File: src/rtl/alu_seq_pkg.sv
// Shared definitions for the alu_seq block: opcodes, FSM encoding and flag bit positions.
package alu_seq_pkg;

    localparam logic [3:0] OP_ADD  = 4'h0;
    localparam logic [3:0] OP_SUB  = 4'h1;
    localparam logic [3:0] OP_AND  = 4'h2;
    localparam logic [3:0] OP_OR   = 4'h3;
    localparam logic [3:0] OP_NOT  = 4'h4;
    localparam logic [3:0] OP_XOR  = 4'h5;
    localparam logic [3:0] OP_NOR  = 4'h6;
    localparam logic [3:0] OP_SHL  = 4'h7;
    localparam logic [3:0] OP_SHR  = 4'h8;
    localparam logic [3:0] OP_ASR1 = 4'h9;
    localparam logic [3:0] OP_ROR1 = 4'hA;
    localparam logic [3:0] OP_EQ   = 4'hB;
    localparam logic [3:0] OP_MUL  = 4'hC;
    localparam logic [3:0] OP_SLT  = 4'hD;

    typedef enum logic {
        ST_IDLE = 1'b0,
        ST_MUL  = 1'b1
    } state_t;

    localparam int FLG_CARRY = 0;
    localparam int FLG_ZERO  = 1;
    localparam int FLG_NEG   = 2;
    localparam int FLG_OVF   = 3;
    localparam int FLG_W     = 4;

    typedef logic [FLG_W-1:0] flags_t;

endpackage

File: src/rtl/alu_seq_mul.sv
// Iterative unsigned shift-add multiplier: one partial product per cycle, WIDTH cycles per product.
module alu_seq_mul
    import alu_seq_pkg::*;
#(
    parameter int WIDTH = 8
) (
    input  logic               clk,
    input  logic               rst,
    input  logic               start,
    input  logic [WIDTH-1:0]   a,
    input  logic [WIDTH-1:0]   b,
    output logic               busy,
    output logic               done,
    output logic [2*WIDTH-1:0] prod_nxt
);

    localparam int CW = (WIDTH > 1) ? $clog2(WIDTH) : 1;
    localparam logic [CW-1:0] LAST = CW'(WIDTH - 1);

    logic               busy_q, busy_d;
    logic [CW-1:0]      cnt_q, cnt_d;
    logic [2*WIDTH-1:0] acc_q, acc_d;
    logic [2*WIDTH-1:0] mcand_q, mcand_d;
    logic [WIDTH-1:0]   mplier_q, mplier_d;
    logic [2*WIDTH-1:0] step_sum;

    // prod_nxt is the accumulator after the current step, so the final product is
    // available combinationally on the cycle done is high.
    always_comb begin
        step_sum = acc_q + (mplier_q[0] ? mcand_q : '0);
        prod_nxt = step_sum;
        done     = busy_q && (cnt_q == LAST);
        busy_d   = busy_q;
        cnt_d    = cnt_q;
        acc_d    = acc_q;
        mcand_d  = mcand_q;
        mplier_d = mplier_q;
        if (start) begin
            busy_d   = 1'b1;
            cnt_d    = '0;
            acc_d    = '0;
            mcand_d  = {{WIDTH{1'b0}}, a};
            mplier_d = b;
        end else if (busy_q) begin
            acc_d    = step_sum;
            mcand_d  = mcand_q << 1;
            mplier_d = mplier_q >> 1;
            cnt_d    = cnt_q + 1'b1;
            if (done) begin
                busy_d = 1'b0;
            end
        end
    end

    always_ff @(posedge clk) begin
        if (rst) begin
            busy_q   <= 1'b0;
            cnt_q    <= '0;
            acc_q    <= '0;
            mcand_q  <= '0;
            mplier_q <= '0;
        end else begin
            busy_q   <= busy_d;
            cnt_q    <= cnt_d;
            acc_q    <= acc_d;
            mcand_q  <= mcand_d;
            mplier_q <= mplier_d;
        end
    end

    assign busy = busy_q;

endmodule

File: src/rtl/alu_seq.sv
// Handshaked ALU with registered result/flags and an iterative multiplier.
// Define ALU_SEQ_SAT_EN to make ADD/SUB saturate instead of wrapping.
//
//   state   | meaning
//   IDLE    | accepting operations; single-cycle results load on the accept edge
//   MUL     | multiplier stepping; in_ready held low until the product loads
module alu_seq
    import alu_seq_pkg::*;
#(
    parameter int WIDTH = 8,
    parameter int SHW   = $clog2(WIDTH)
) (
    input  logic             clk,
    input  logic             rst,
    input  logic             in_valid,
    output logic             in_ready,
    input  logic [3:0]       ctrl,
    input  logic [WIDTH-1:0] x,
    input  logic [WIDTH-1:0] y,
    output logic             out_valid,
    input  logic             out_ready,
    output logic [WIDTH-1:0] out,
    output logic [WIDTH-1:0] out_hi,
    output logic             carry,
    output logic             zero,
    output logic             neg,
    output logic             ovf
);

    state_t             state_q, state_d;
    logic [WIDTH-1:0]   out_q, out_d;
    logic [WIDTH-1:0]   out_hi_q, out_hi_d;
    flags_t             flags_q, flags_d;
    logic               out_valid_q, out_valid_d;

    logic               in_fire, mul_start, mul_busy, mul_done, mul_fin;
    logic [2*WIDTH-1:0] mul_prod;
    logic [WIDTH:0]     sum_w, diff_w;
    logic [WIDTH-1:0]   alu_res;
    logic               alu_c, alu_v;
    flags_t             alu_flags;

    alu_seq_mul #(.WIDTH(WIDTH)) u_mul (
        .clk      (clk),
        .rst      (rst),
        .start    (mul_start),
        .a        (x),
        .b        (y),
        .busy     (mul_busy),
        .done     (mul_done),
        .prod_nxt (mul_prod)
    );

    always_ff @(posedge clk) begin
        if (rst) begin
            state_q <= ST_IDLE;
        end else begin
            state_q <= state_d;
        end
    end

    always_comb begin
        state_d = state_q;
        case (state_q)
            ST_IDLE: if (mul_start) state_d = ST_MUL;
            ST_MUL:  if (mul_fin)   state_d = ST_IDLE;
            default: state_d = ST_IDLE;
        endcase
    end

    always_comb begin
        in_ready  = (state_q == ST_IDLE) && (!out_valid_q || out_ready);
        in_fire   = in_valid && in_ready;
        mul_start = in_fire && (ctrl == OP_MUL);
        mul_fin   = (state_q == ST_MUL) && mul_busy && mul_done;
    end

    // Single-cycle datapath; ovf always comes from the raw sum/difference.
    always_comb begin
        sum_w   = {1'b0, x} + {1'b0, y};
        diff_w  = {1'b0, x} - {1'b0, y};
        alu_res = '0;
        alu_c   = 1'b0;
        alu_v   = 1'b0;
        case (ctrl)
            OP_ADD: begin
                alu_res = sum_w[WIDTH-1:0];
                alu_c   = sum_w[WIDTH];
                alu_v   = (x[WIDTH-1] == y[WIDTH-1]) && (sum_w[WIDTH-1] != x[WIDTH-1]);
`ifdef ALU_SEQ_SAT_EN
                if (sum_w[WIDTH]) alu_res = '1;
`endif
            end
            OP_SUB: begin
                alu_res = diff_w[WIDTH-1:0];
                alu_c   = diff_w[WIDTH];
                alu_v   = (x[WIDTH-1] != y[WIDTH-1]) && (diff_w[WIDTH-1] != x[WIDTH-1]);
`ifdef ALU_SEQ_SAT_EN
                if (diff_w[WIDTH]) alu_res = '0;
`endif
            end
            OP_AND:  alu_res = x & y;
            OP_OR:   alu_res = x | y;
            OP_NOT:  alu_res = ~x;
            OP_XOR:  alu_res = x ^ y;
            OP_NOR:  alu_res = ~(x | y);
            OP_SHL:  alu_res = y << x[SHW-1:0];
            OP_SHR:  alu_res = y >> x[SHW-1:0];
            OP_ASR1: alu_res = {x[WIDTH-1], x[WIDTH-1:1]};
            OP_ROR1: alu_res = {x[0], x[WIDTH-1:1]};
            OP_EQ:   alu_res = WIDTH'(x == y);
            OP_SLT:  alu_res = WIDTH'($signed(x) < $signed(y));
            default: alu_res = '0;
        endcase
        alu_flags            = '0;
        alu_flags[FLG_CARRY] = alu_c;
        alu_flags[FLG_ZERO]  = (alu_res == '0);
        alu_flags[FLG_NEG]   = alu_res[WIDTH-1];
        alu_flags[FLG_OVF]   = alu_v;
    end

    always_comb begin
        out_d       = out_q;
        out_hi_d    = out_hi_q;
        flags_d     = flags_q;
        out_valid_d = out_valid_q;
        if (in_fire && (ctrl != OP_MUL)) begin
            out_d       = alu_res;
            out_hi_d    = '0;
            flags_d     = alu_flags;
            out_valid_d = 1'b1;
        end else if (mul_fin) begin
            out_d              = mul_prod[WIDTH-1:0];
            out_hi_d           = mul_prod[2*WIDTH-1:WIDTH];
            flags_d            = '0;
            flags_d[FLG_ZERO]  = (mul_prod[WIDTH-1:0] == '0);
            flags_d[FLG_NEG]   = mul_prod[WIDTH-1];
            out_valid_d        = 1'b1;
        end else if (out_ready) begin
            out_valid_d = 1'b0;
        end
    end

    always_ff @(posedge clk) begin
        if (rst) begin
            out_q       <= '0;
            out_hi_q    <= '0;
            flags_q     <= '0;
            out_valid_q <= 1'b0;
        end else begin
            out_q       <= out_d;
            out_hi_q    <= out_hi_d;
            flags_q     <= flags_d;
            out_valid_q <= out_valid_d;
        end
    end

    assign out_valid = out_valid_q;
    assign out       = out_q;
    assign out_hi    = out_hi_q;
    assign carry     = flags_q[FLG_CARRY];
    assign zero      = flags_q[FLG_ZERO];
    assign neg       = flags_q[FLG_NEG];
    assign ovf       = flags_q[FLG_OVF];

endmodule
File: config.mk
export PLATFORM = sky130hd
export DESIGN_NAME = alu_seq
export DESIGN_NICKNAME = d
export VERILOG_FILES = /design/src/rtl/alu_seq_pkg.sv /design/src/rtl/alu_seq_mul.sv /design/src/rtl/alu_seq.sv
export SDC_FILE = /design/constraint.sdc
export NUM_CORES = 1
export LEC_CHECK = 0
export ABC_CLOCK_PERIOD_IN_PS = 7800
export CORE_MARGIN = 1
export CORE_UTILIZATION = 64
export CTS_CLUSTER_DIAMETER = 80
export DETAILED_ROUTE_END_ITERATION = 16
export PLACE_DENSITY_LB_ADDON = 0.05
export SLEW_MARGIN = 25
export SYNTH_ARGS = -nofsm -noshare
export SYNTH_HDL_FRONTEND = slang
export SYNTH_HIERARCHICAL = 1
export SYNTH_SLANG_ARGS = --single-unit
export TNS_END_PERCENT = 20
File: constraint.sdc
create_clock -name clk -period 7.8 [get_ports clk]
set_input_delay 1.95 -clock clk [delete_from_list [all_inputs] [get_ports clk]]
set_output_delay 1.95 -clock clk [all_outputs]
set_load 0.02 [all_outputs]
After elaboration in Yosys (flattened, before gate mapping)

Cells that the tools add are included.

Bits of input ports: 24
Word-level logic and storage cells: 84
Register bits after elaboration: 66
Output and inout bits: 22

Add/sub/neg operators: 4
Order comparisons: 1
Mux-type cells: 21
Shift-type cells: 2
Bitwise logic cells: 6
Equality and inequality tests: 20
Reduce and logical (&&, ||, !) cells: 19

Operator list:

| kind                                           | number |
|---|---|
| case mux 8 bit (13 select lines)               | 1 |
| two-way mux 8 bit                              | 6 |
| == test 4 bit (second input constant)          | 6 |
| adder 16 bit                                   | 1 |
| == test 4 x 3 -> 1 bit (second input constant) | 4 |
| logical NOT 8 bit                              | 2 |
| two-way mux 16 bit                             | 1 |
| NOT 8 bit                                      | 2 |
| adder 8 x 8 -> 9 bit                           | 1 |
| logical AND 1 bit                              | 9 |
| subtractor 8 x 8 -> 9 bit                      | 1 |
| bitwise AND 8 bit                              | 1 |
| == test 4 x 2 -> 1 bit (second input constant) | 2 |
| == test 8 bit                                  | 1 |
| < comparator 8 bit                             | 1 |
| two-way mux 1 bit                              | 8 |
| two-way mux 4 bit                              | 2 |
| OR 8 bit                                       | 1 |
| << shifter 8 x 3 -> 8 bit                      | 1 |
| >> shifter 8 x 3 -> 8 bit                      | 1 |
| XOR 8 bit                                      | 1 |
| case mux 1 bit (2 select lines)                | 3 |
| == test 4 x 1 -> 1 bit (second input constant) | 1 |
| logical NOT 4 bit                              | 1 |
| other kinds (11)                               | 15 |

Longest topological paths before layout

Depth after elaboration: 7
Mapped depth: 13
Gate-level depth less buffers: 11

Modules after synthesis

The synthesis kept the hierarchy.

By module, submodules not included:

| module      | sequential area each (sq um) | cells an instance | area each (sq um) | instances |
|---|---|---|---|---|
| alu_seq     | 420.4                        | 392               | 3001.6            | 1 |
| alu_seq_mul | 880.8                        | 296               | 2605.0            | 1 |

Least setup slack after synthesis

Ideal clock, no wire load.

Path type: input port to flip-flop
From: input port x[0]
To: register flags_q[1]
Arrival time: 4431 ps
Stages on the path: 12
Setup time: 124 ps
Required time: 7676 ps
Buffers on the path: 2
Slack: 3245 ps
Path through: buf_4 > buf_4 > inv_1 > ha_1 > inv_1 > fa_1 > nor3b_1 > or3_1 > a221o_1 > o311ai_1 > nor4b_1 > o2bb2ai_1

Longest elaborated chain between the ends: 5
Elaborated cells on any way between the ends: 14
Those cells by class: add/sub (2); order compare (1); eq/ne (1); shift (2); mux (2); bitwise (5); reduce/logical (1)

Ends and longest elaborated chain:

| item                                                                              | RTL line       | text |
|---|---|---|
| from (decl)                                                                       | alu_seq.sv:18  | `input logic [WIDTH-1:0] x,` |
| parallel branches: the longest is 2 deep, another holds subtractor 8 x 8 -> 9 bit | --             |  |
| case mux 8 bit (13 select lines) *                                                | alu_seq.sv:85  | `case (ctrl)` |
| logical NOT 8 bit *                                                               | alu_seq.sv:117 | `alu_flags[FLG_ZERO] = (alu_res == '0);` |
| two-way mux 4 bit *                                                               | alu_seq.sv:127 | `if (in_fire && (ctrl != OP_MUL)) begin` |
| to (signal assigned)                                                              | alu_seq.sv:153 | `flags_q <= flags_d;` |
| to (decl)                                                                         | alu_seq.sv:33  | `flags_t flags_q, flags_d;` |

Every way passes the cells marked *.
A chain may end at the register's enable or synchronous reset.

Worst setup path in the final report

Same ends and word-level chain as after synthesis.

==> impl_metrics.yaml <==
clock_network:
  cts.reportedPaths.clkPinSlew_ns: 0.08
  hold_buffers: 0
  clock_path_buffers: 2
  postCtsSetupBuffers: 0
  worstSkewPairLatency_ns: 0.35
  cts_tree: "yes"
  cts_buffers: 9
  numClockSinks: 65
  htree_levels: 3
  cts_resized: 0
  cts_root_buf: "clkbuf_8"
final_layout:
  diodes: 0
  mostFrequentLayoutCells: "nor2_1, dfxtp_1, a21oi_1, nand2_1, clkdlybuf4s50_1"
  area_delta_synth_final_pct: 9.440
  finalNetCount: 770
  final_common_cell: "nor2_1"
  instances_no_fill: 811
  drive_gt1_share_pct: 9.490
  utilization_pct: 73.57
logic_synthesis:
  synth_warnings: 6
  synth_xor_area_share_pct: 2.968
  ys_types: 80
  synth_ff_type: "dfxtp_1"
  postSynthAreaPerCell_um2: 8.149
  synth_fp_nets: 757
  synth_top_family_by_area: "simple AND/OR/NAND/NOR gates"
  synthAdderAreaFrac_pct: 10.44
  synth_edf_count: 0
  muxShareOfSynthArea_pct: 12.21
  yosys.area_share.simple_pct: 23.16
  synth_compound_area_share_pct: 20.49
  synth.yosys.seq_area_share_pct: 23.21
  synthArstFlopShare_pct: 0
  synth_area_um2: 5607
  ys_ff_latch: 65
  synth_area_leader_cell: "dfxtp_1"
  synth_area_leaders: "dfxtp_1, ha_1, mux2i_1"
  syn_inst: 688
  synth_top_area_share_pct: 23.21
place:
  dp_hpwl_um: 11810
  io_buffers: 45
  dp_cells: 795
  gp_congestion: 1.010
timing:
  fin_crit_ns: 5.519
  final.period_utilization_pct: 70.76
  fin_hold_ws_ns: 0.4561
  max_freq_ghz: 0.1812
  worst_pin_slew_ns: 0.9313
  slew_viol_final: 0
  max_slew_margin_pct: 37.72
  rsz0062_at_grt: "false"
  finalSetupTns_ns: 0
  final-setup-viol-count: 0
  final_hold_viol_count: 0
  fin_skew_ns: 0.01850
setup_path:
  crit_type: "in -> reg"
  worstPathRequired_ns: 8.08
  worst_r2r_endpoint: "flags_q[1]"
  critPathMaxStageDelay_ns: 1.08
  crit_arrival_ns: 5.80
  start_kind: "input pin"
  reg2reg_setup_slack_ns: 4.42
  worstSetupEndpointType: "register"
  crit_path_frequent_cell: "inv_1"
  crit_path_cell_trace: "clkdlybuf4s50_1 > inv_1 > ha_1 > inv_1 > fa_1 > mux4_2 > a21oi_1 > o221a_2 > nor4bb_1 > nor4b_1 > o2bb2ai_1"
  cp_num_buf_inv: 3
  crit_slowest_cell: "clkdlybuf4s50_1"
  reg2reg_depth: 11
  r2r-start: "u_mul/mplier_q[0]"
  cpLargestDelayFamily: "buffers and inverters"
  critPathMaxFanout: 20
power_and_ir_drop:
  p_per_area_nw_per_um2: 142.3
  ir_drop_mv: 0.08537
  p_leak_nw: 2.460
route:
  vias: 5560
  post_drt_via_cell_ratio: 6.856
  drtPass1Iterations: 5
  wl_per_cell_um: 20.43
  ant_nets: 0
  drt_iter0_markers: 445
  wirelength_um: 16570
  drc: 0
floorplan:
  io_pins: 46
  design.core.area_um2: 8341
  std_cell_rows: 33
  start_util_pct: 67.22
  die_x_um: 95.60
  die_h_um: 95.60
  dieArea_um2: 9138
global_routing:
  grt_antenna_before_repair: 0
  grt_max_degree: 46
  grt.total_usage_pct: 36.82
  grt_pass1_vias: 4993
  grt-ovfl-total: 0
  grt_pass1_wl_um: 25700
hold_path:
  hold_end: "out_hi[0]"
  whs_path_depth: 2
  worstHoldPathType: "reg -> reg"
  worstHoldStart: "out_hi[0]"
status:
  status: "complete, no violations"
job:
  max_cap_violations: 0
==> worst min-delay path: cells and delay by family, from the launching register on <==
kind               cells  cell delay (ns)
DFF                    1             0.32
and+or+nand+nor        1             0.05
AOI/OAI and AO/OA      1             0.05
==> routing by layer <==
metal	up-vias	part of all wire, %	GRT usage, %
met5	-	0	0
met4	0	3.3	13.68
met3	51	8.6	5.821
met2	335	47	61.73
met1	2649	41	47.44
li1	2525	-	-
==> flip-flops by register name (all words and copies together), names as in the netlist <==
register        cells
u_mul/mcand_q      16
u_mul/cnt_q         3
state_q             1
u_mul/acc_q        16
flags_q             4
out_hi              8
out                 7
out_valid           1
u_mul/busy          1
u_mul/mplier_q      8
==> cell families (layout without fill, tap and decap cells) <==
family                     count (synthesis)  after routing
muxes                                     56             56
adders and majority gates                 45             45
xor gates and xnor gates                  19             19
AOI/OAI and AO/OA                        172            172
and+or+nand+nor                          254            254
DFF                                       65             65
buffers and inverters                     77             95
==> worst max path at each step <==
stage	endpoint	cells after the start	slack, ns	start
6_report	flags_q[1]	11	2.28	x[0]
5_1_grt	flags_q[1]	11	2.08	x[0]
4_1_cts	flags_q[1]	11	2.32	x[0]
3_5_place_dp	flags_q[1]	11	1.99	x[0]
3_3_place_gp	flags_q[1]	11	2.25	x[0]
2_1_floorplan	flags_q[1]	12	3.25	x[0]
==> power by group <==
group	internal [mW]	total, mW	switching (mW)
Sequential	0.337	0.341	0.00382
Combinational	0.0782	0.193	0.114
Clock	0.192	0.339	0.148
==> cells in the mapped netlist (8+ instances only) <==
cell and n:
a22oi_1 8, o21ai_0 19, mux4_2 9, nand2_1 52
mux2i_1 41, buf_2 8, a21oi_1 62, nor2_1 84
clkbuf_1 21, ha_1 42, nor3_1 16, nand3_1 10
and3_1 14, xnor2_1 13, and2_1 17, inv_1 28
a31o_2 8, buf_4 9, dfxtp_1 65
==> final cells by class <==
class | instances | area (um^2)
Timing Repair Buffer | 51 | 485.5
Tap cell | 105 | 131.4
Sequential cell | 65 | 1303
Fill cell | 664 | 2205
Multi-Input combinational cell | 546 | 3884
Inverter | 28 | 105.1
Clock inverter | 5 | 86.33
Clock buffer | 11 | 141.4
==> metrics by stage <==
| stage | cell area, um^2 | worst slack, ns | power [mW] |
|---|---|---|---|
| after floorplan | 5607 | 3.245 | 0.4784 |
| after detailed placement | 5918 | 1.990 | 0.5361 |
| after CTS | 6146 | 2.317 | 0.8684 |
| after global routing | 6136 | 2.079 | 0.9041 |
| final | 6136 | 2.281 | 0.8731 |
| after global placement | 5918 | 2.248 | 0.5331 |
No activity file was read; power rests on OpenSTA's default activity.
